<file path="src/rtl/hack_decoder.sv">
// Hack CPU instruction decoder: IDLE -> EXEC -> RESOLVE handshake with registered controls.
// Define HACK_DECODER_ILLEGAL_CHECK_EN to flag C-instructions whose bits [14:13] are not 2'b11.
module hack_decoder (
    input  logic        clk,
    input  logic        reset,
    input  logic        instr_valid,
    input  logic [15:0] instr,
    output logic        instr_ready,
    output logic        zx,
    output logic        nx,
    output logic        zy,
    output logic        ny,
    output logic        f,
    output logic        no,
    output logic        a_sel,
    output logic        load_a,
    output logic        load_d,
    output logic        write_m,
    output logic        is_a_instr,
    output logic [15:0] a_value,
    output logic        ctrl_valid,
    input  logic        ctrl_ready,
    input  logic        alu_zr,
    input  logic        alu_ng,
    output logic        jump_valid,
    output logic        jump,
    output logic        illegal
);

    typedef enum logic [1:0] {
        StIdle,
        StExec,
        StResolve
    } state_e;

    typedef struct packed {
        logic        a_sel;
        logic [5:0]  alu;
        logic        load_a;
        logic        load_d;
        logic        write_m;
        logic        is_a;
        logic [15:0] a_value;
        logic [2:0]  jmp;
        logic        illegal;
    } ctrl_t;

    state_e state_q, state_d;
    ctrl_t  ctrl_q, ctrl_d;
    ctrl_t  dec;
    logic   jump_q, jump_d;
    logic   bad_enc;

`ifdef HACK_DECODER_ILLEGAL_CHECK_EN
    assign bad_enc = instr[15] & (instr[14:13] != 2'b11);
`else
    logic unused_enc_bits;
    assign unused_enc_bits = ^instr[14:13];
    assign bad_enc = 1'b0;
`endif

    always_comb begin
        dec = '0;
        if (!instr[15]) begin
            dec.is_a    = 1'b1;
            dec.load_a  = 1'b1;
            dec.a_value = {1'b0, instr[14:0]};
        end else begin
            dec.a_sel   = instr[12];
            dec.alu     = instr[11:6];
            dec.illegal = bad_enc;
            // Illegal encodings keep ALU bits but must not write anything or branch.
            if (!bad_enc) begin
                dec.load_a  = instr[5];
                dec.load_d  = instr[4];
                dec.write_m = instr[3];
                dec.jmp     = instr[2:0];
            end
        end
    end

    always_comb begin
        state_d = state_q;
        ctrl_d  = ctrl_q;
        jump_d  = jump_q;
        unique case (state_q)
            StIdle: begin
                if (instr_valid) begin
                    ctrl_d  = dec;
                    state_d = StExec;
                end
            end
            StExec: begin
                if (ctrl_ready) begin
                    jump_d  = (ctrl_q.jmp[2] & alu_ng) |
                              (ctrl_q.jmp[1] & alu_zr) |
                              (ctrl_q.jmp[0] & ~alu_zr & ~alu_ng);
                    state_d = StResolve;
                end
            end
            StResolve: begin
                ctrl_d  = '0;
                jump_d  = 1'b0;
                state_d = StIdle;
            end
            default: begin
                ctrl_d  = '0;
                jump_d  = 1'b0;
                state_d = StIdle;
            end
        endcase
    end

    always_ff @(posedge clk) begin
        if (reset) begin
            state_q <= StIdle;
            ctrl_q  <= '0;
            jump_q  <= 1'b0;
        end else begin
            state_q <= state_d;
            ctrl_q  <= ctrl_d;
            jump_q  <= jump_d;
        end
    end

    assign instr_ready = (state_q == StIdle);
    assign ctrl_valid  = (state_q == StExec);
    assign jump_valid  = (state_q == StResolve);
    assign jump        = (state_q == StResolve) & jump_q;

    assign a_sel      = ctrl_q.a_sel;
    assign zx         = ctrl_q.alu[5];
    assign nx         = ctrl_q.alu[4];
    assign zy         = ctrl_q.alu[3];
    assign ny         = ctrl_q.alu[2];
    assign f          = ctrl_q.alu[1];
    assign no         = ctrl_q.alu[0];
    assign load_a     = ctrl_q.load_a;
    assign load_d     = ctrl_q.load_d;
    assign write_m    = ctrl_q.write_m;
    assign is_a_instr = ctrl_q.is_a;
    assign a_value    = ctrl_q.a_value;
    assign illegal    = ctrl_q.illegal;

endmodule

</file>
<file path="config.mk">
export PLATFORM = sky130hd
export DESIGN_NAME = hack_decoder
export DESIGN_NICKNAME = d
export VERILOG_FILES = /design/src/rtl/hack_decoder.sv
export SDC_FILE = /design/constraint.sdc
export NUM_CORES = 1
export LEC_CHECK = 0
export BUFFER_PORTS_ARGS = -buffer_cell sky130_fd_sc_hd__buf_2
export CAP_MARGIN = 20
export CORE_ASPECT_RATIO = 1.5
export CORE_MARGIN = 8
export CORE_UTILIZATION = 25
export CTS_BUF_LIST = sky130_fd_sc_hd__clkbuf_16
export CTS_CLUSTER_DIAMETER = 150
export DETAILED_ROUTE_END_ITERATION = 8
export GPL_ROUTABILITY_DRIVEN = 0
export GPL_TIMING_DRIVEN = 0
export PLACE_DENSITY = 0.44
export SLEW_MARGIN = 20
export SYNTH_ARGS = -nofsm -noshare
export SYNTH_HDL_FRONTEND = slang
export SYNTH_SLANG_ARGS = --single-unit
</file>
<file path="constraint.sdc">
create_clock -name clk -period 2.1 [get_ports clk]
set_input_delay 0.315 -clock clk [delete_from_list [all_inputs] [get_ports clk]]
set_output_delay 0.315 -clock clk [all_outputs]
set_load 0.005 [all_outputs]
</file>
# Yosys cells after proc, flatten, opt, wreduce, memory -nomap -nowiden
# Index checks and enable logic that the tools add are counted.
# Widths: inputs -> output; s select.
[word_totals]
regBits = 34
word_cells = 42
in_bits = 22
[op_classes]
muxes = 12
n_reduce_logical = 4
eq_ne = 4
bitwise = 11
[ops]
columns = ["cell", "count"]
rows = [
  ["$pmux 31 s2", 1],
  ["$mux 31", 1],
  ["$mux 17", 1],
  ["$mux 7", 1],
  ["$mux 2", 3],
  ["$reduce_and 2->1", 3],
  ["$and 1x1->1", 5],
  ["$mux 4", 1],
  ["$not 1->1", 4],
  ["$pmux 2 s2", 1],
  ["$eq 2x1->1 const B", 1],
  ["$eq 2x2->1 const B", 1],
  ["$logic_not 2->1", 1],
  ["$mux 1", 2],
  ["$ne 2x1->1 const B", 1],
  ["$ne 2x2->1 const B", 1],
  ["$or 1x1->1", 2],
  ["$pmux 1 s2", 1],
]

# Depth between registers and ports, before layout
[depth]
word_depth = 6
ltp_mapped = 6
ltp_nobuf = 3

# Worst setup path before layout
# No wires, ideal clock.
[synth_path]
path_kind = "flip-flop to flip-flop"
start = "reg state_q[0]"
end = "reg ctrl_q (netlist bit a_value[10])"
slack_ns = 0.919
setup_time_ns = 0.065
n_path_buf = 2
stages_incl_launch_ff = 6
t_arrival_ns = 1.116
period_less_slack_ns = 1.181
path_cell_list = "dfxtp_1 > buf_6 > nor4b_4 > buf_6 > a32oi_1 > nor2_1"
[synth_between]
elab_chain_len = 3
elab_cells_between_ends = 6
classes_between = "2 x eq/ne; 1 x mux; 1 x bitwise; 2 x reduce/logical"
[synth_lines]
columns = ["item", "line", "text"]
rows = [
  ["start, declared", "48", "state_e state_q, state_d;"],
  ["start signal, assigned", "116", "state_q <= StIdle;"],
  ["start signal, assigned", "120", "state_q <= state_d;"],
  ["$logic_not 2->1 or $eq 2x1->1 (tied branches)", "86", "unique case (state_q)"],
  ["$ne 2x2->1 (no source line) or $not 1->1 (tied branches)", "--", ""],
  ["$reduce_and 2->1 (no source line)", "--", ""],
  ["end signal, assigned", "121", "ctrl_q <= ctrl_d;"],
  ["end, declared", "49", "ctrl_t ctrl_q, ctrl_d;"],
]
# Several ways; a longest one is shown, not always the timed one.
# A chain may end at the register's enable or synchronous reset.

# Worst setup path in the final report
[layout_path]
start = "reg state_q[1]"
end = "out jump"
[layout_between]
elab_chain_len = 2
[layout_lines]
columns = ["item", "line", "text"]
rows = [
  ["$eq 2x2->1", "129", "assign jump = (state_q == StResolve) & jump_q;"],
  ["$and 1x1->1", "129", ""],
  ["end, declared", "26", "output logic jump,"],
]
# No other way between the ends.

==> out/results.tsv <==
metric	value	unit
yosysUniqueCellTypes	26	
power.internal	1.15	mW
stdcell_count	285	
post-route-min-period	1700	ps
seq_area_frac_synth	45.3	%
regArea	641	um2
num_vias	1344	
post_cts_resized	0	
row_count	33	
cts_hold_buf	0	
io_buffers	51	
drtIter0Drc	55	
cts_setup_buffers	0	
rsz0062_at_grt	false	
period_share	80.8	%
syn_area	1410	um2
ys_warn_count	0	
worstSetupPathType	reg2out	
antenna_cells	0	
timing.hold.ws	269	ps
die_h	108	um
track_usage	10.4	%
status	finished clean	
dieArea	8370	um2
antenna_found_initial	0	
nets	236	
finalSetupTns	0	ps
required	1780	ps
area_delta_synth_final	34.2	%
cts_max_level	2	
grt_pass1_wl	6.90	mm
async_flop_share	0	%
p_clk_share	44.3	%
route.met2.wl	2.20	mm
syn_area_per_cell	9.12	um2
layout_commonest_cell	buf_2	
place_inst	277	
via_per_inst	4.72	
wl	4.36	mm
synth_area_leader_cell	dfxtp_1	
start_util	25.9	%
ys_dominant_reg_cell	dfxtp_1	
arrival	1380	ps
fill_cells	597	
hold_class	in2reg	
power	1.52	mW
fmax	589	MHz
cts_tree	yes	
cap_violations	0	
grt_max_degree	11	
cp-start-kind	flop	
p_comb_share	13.1	%
setup_viol	0	
boundaryPins	54	
core_area	5450	um2
wirelength_met1	1.79	mm
yosysTopAreaCellShare	45.3	%
end_kind	output port	
numCtsBuffers	5	
final_antenna_net_count	0	
worst-path-max-fanout	10	
hold_viol	0	
cts_root_buf	clkbuf_16	
synth_seq_cells	32	
final_cell_mix	58 x buf_2, 32 x dfxtp_1, 20 x nor2_1	
maxSlewViolCount	0	
wl_met3	298	um
clock_skew	8.00	ps
wire_per_inst	15.3	um
synth_cells	155	
path_clk_slew	50	ps
pwr-share-seq	42.6	%
dp_hpwl	3.32	mm
p_sw	0.372	mW
switching_share	24.4	%
clock-sinks	32	
post-route-drc-count	0	
synthTopCellsByArea	dfxtp_1 45%, buf_4 10%, a32oi_1 9.3%	
top_layer	met4	
insertion_delay	280	ps
utilization	34.8	%
peakVddDrop	0.266	mV
drive_gt1_share	40.5	%
power.density	803	nW/um2
cts_buffer_depth	2	
grt.overflow.total	0	
power_leakage	0.860	nW
synth_edf_count	0	
first_pass_iters	4	
grt_pass1_vias	1366	
die_w	77.4	um
multi_input_area	554	um2
## path summary, 6_finish.rpt
kind	from	to	slack, ps	cells past startpoint
worst max-delay path	state_q[1]$_SDFFE_PP0P_	jump	400	5
worst min register to register	f$_SDFFE_PP0P_	f$_SDFFE_PP0P_	460	2
worst max register to register	state_q[1]$_SDFFE_PP0P_	write_m$_SDFFE_PP0P_	690	5
worst min-delay path	instr[14]	a_value[14]$_SDFFE_PP0P_	270	3
## layer usage
layer	GRT usage [%]	vias up
met5	0	-
met4	4.47	0
met3	4.24	5
met2	17.8	50
met1	11.0	627
li1	-	662
## synthesized netlist by cell type (2+ instances only)
| master | count |
|---|---|
| clkbuf_1 | 3 |
| buf_2 | 7 |
| dfxtp_1 | 32 |
| buf_4 | 19 |
| buf_6 | 2 |
| nor4_1 | 2 |
| o211ai_1 | 12 |
| nand3_1 | 12 |
| a32oi_1 | 15 |
| inv_1 | 2 |
| nor2_1 | 20 |
| nor3_1 | 2 |
| a21oi_1 | 14 |
## power by group through the flow
stage | Sequential (mW) | Combinational, mW | Clock, mW
detailed placement | 0.662 | 0.202 | 0
floorplan | 0.660 | 0.118 | 0
CTS | 0.649 | 0.204 | 0.694
global placement | 0.662 | 0.203 | 0
global route | 0.652 | 0.219 | 0.720
finish | 0.649 | 0.200 | 0.675
## state kept, by name (all words and copies together), names as in the netlist
name / flops
load_a: 1
a_value: 15
state_q: 2
is_a_instr: 1
f: 1
jump_q: 1
nx: 1
write_m: 1
load_d: 1
zy: 1
no: 1
a_sel: 1
zx: 1
ny: 1
ctrl_q: 3
## logic make-up (layout without fill, tap and decap cells)
| group | after synthesis | in the layout | synth area share, % |
|---|---|---|---|
| DFF | 32 | 32 | 45.3 |
| and+or+nand+nor | 44 | 44 | 16.5 |
| other | 1 | 2 | 0.265 |
| AOI/OAI and AO/OA | 44 | 44 | 22.2 |
| buffers and inverters | 34 | 93 | 15.8 |
## per-stage QoR
stage | area [um2] | worst slack [ps]
global route | 1900 | 319
floorplan | 1420 | 919
CTS | 1900 | 357
global placement | 1760 | 677
detailed placement | 1760 | 666
finish | 1900 | 403
## critical path, stage by stage (launching register included)
cell and delay (ps):
dfxtp_1 380, inv_1 70, buf_2 180, nor2_1 190, and2_1 170, buf_2 110
## final cells by class
| class | count | share of cell area [%] |
|---|---|---|
| timing repair buffer | 51 | 13.5 |
| clock buffer | 5 | 6.60 |
| tap | 70 | 4.62 |
| sequential | 32 | 33.8 |
| buffer | 32 | 11.3 |
| clock inverter | 3 | 0.594 |
| multi-input combinational | 90 | 29.2 |
| inverter | 2 | 0.396 |
Note: power is estimated with default switching activity, not from simulation.
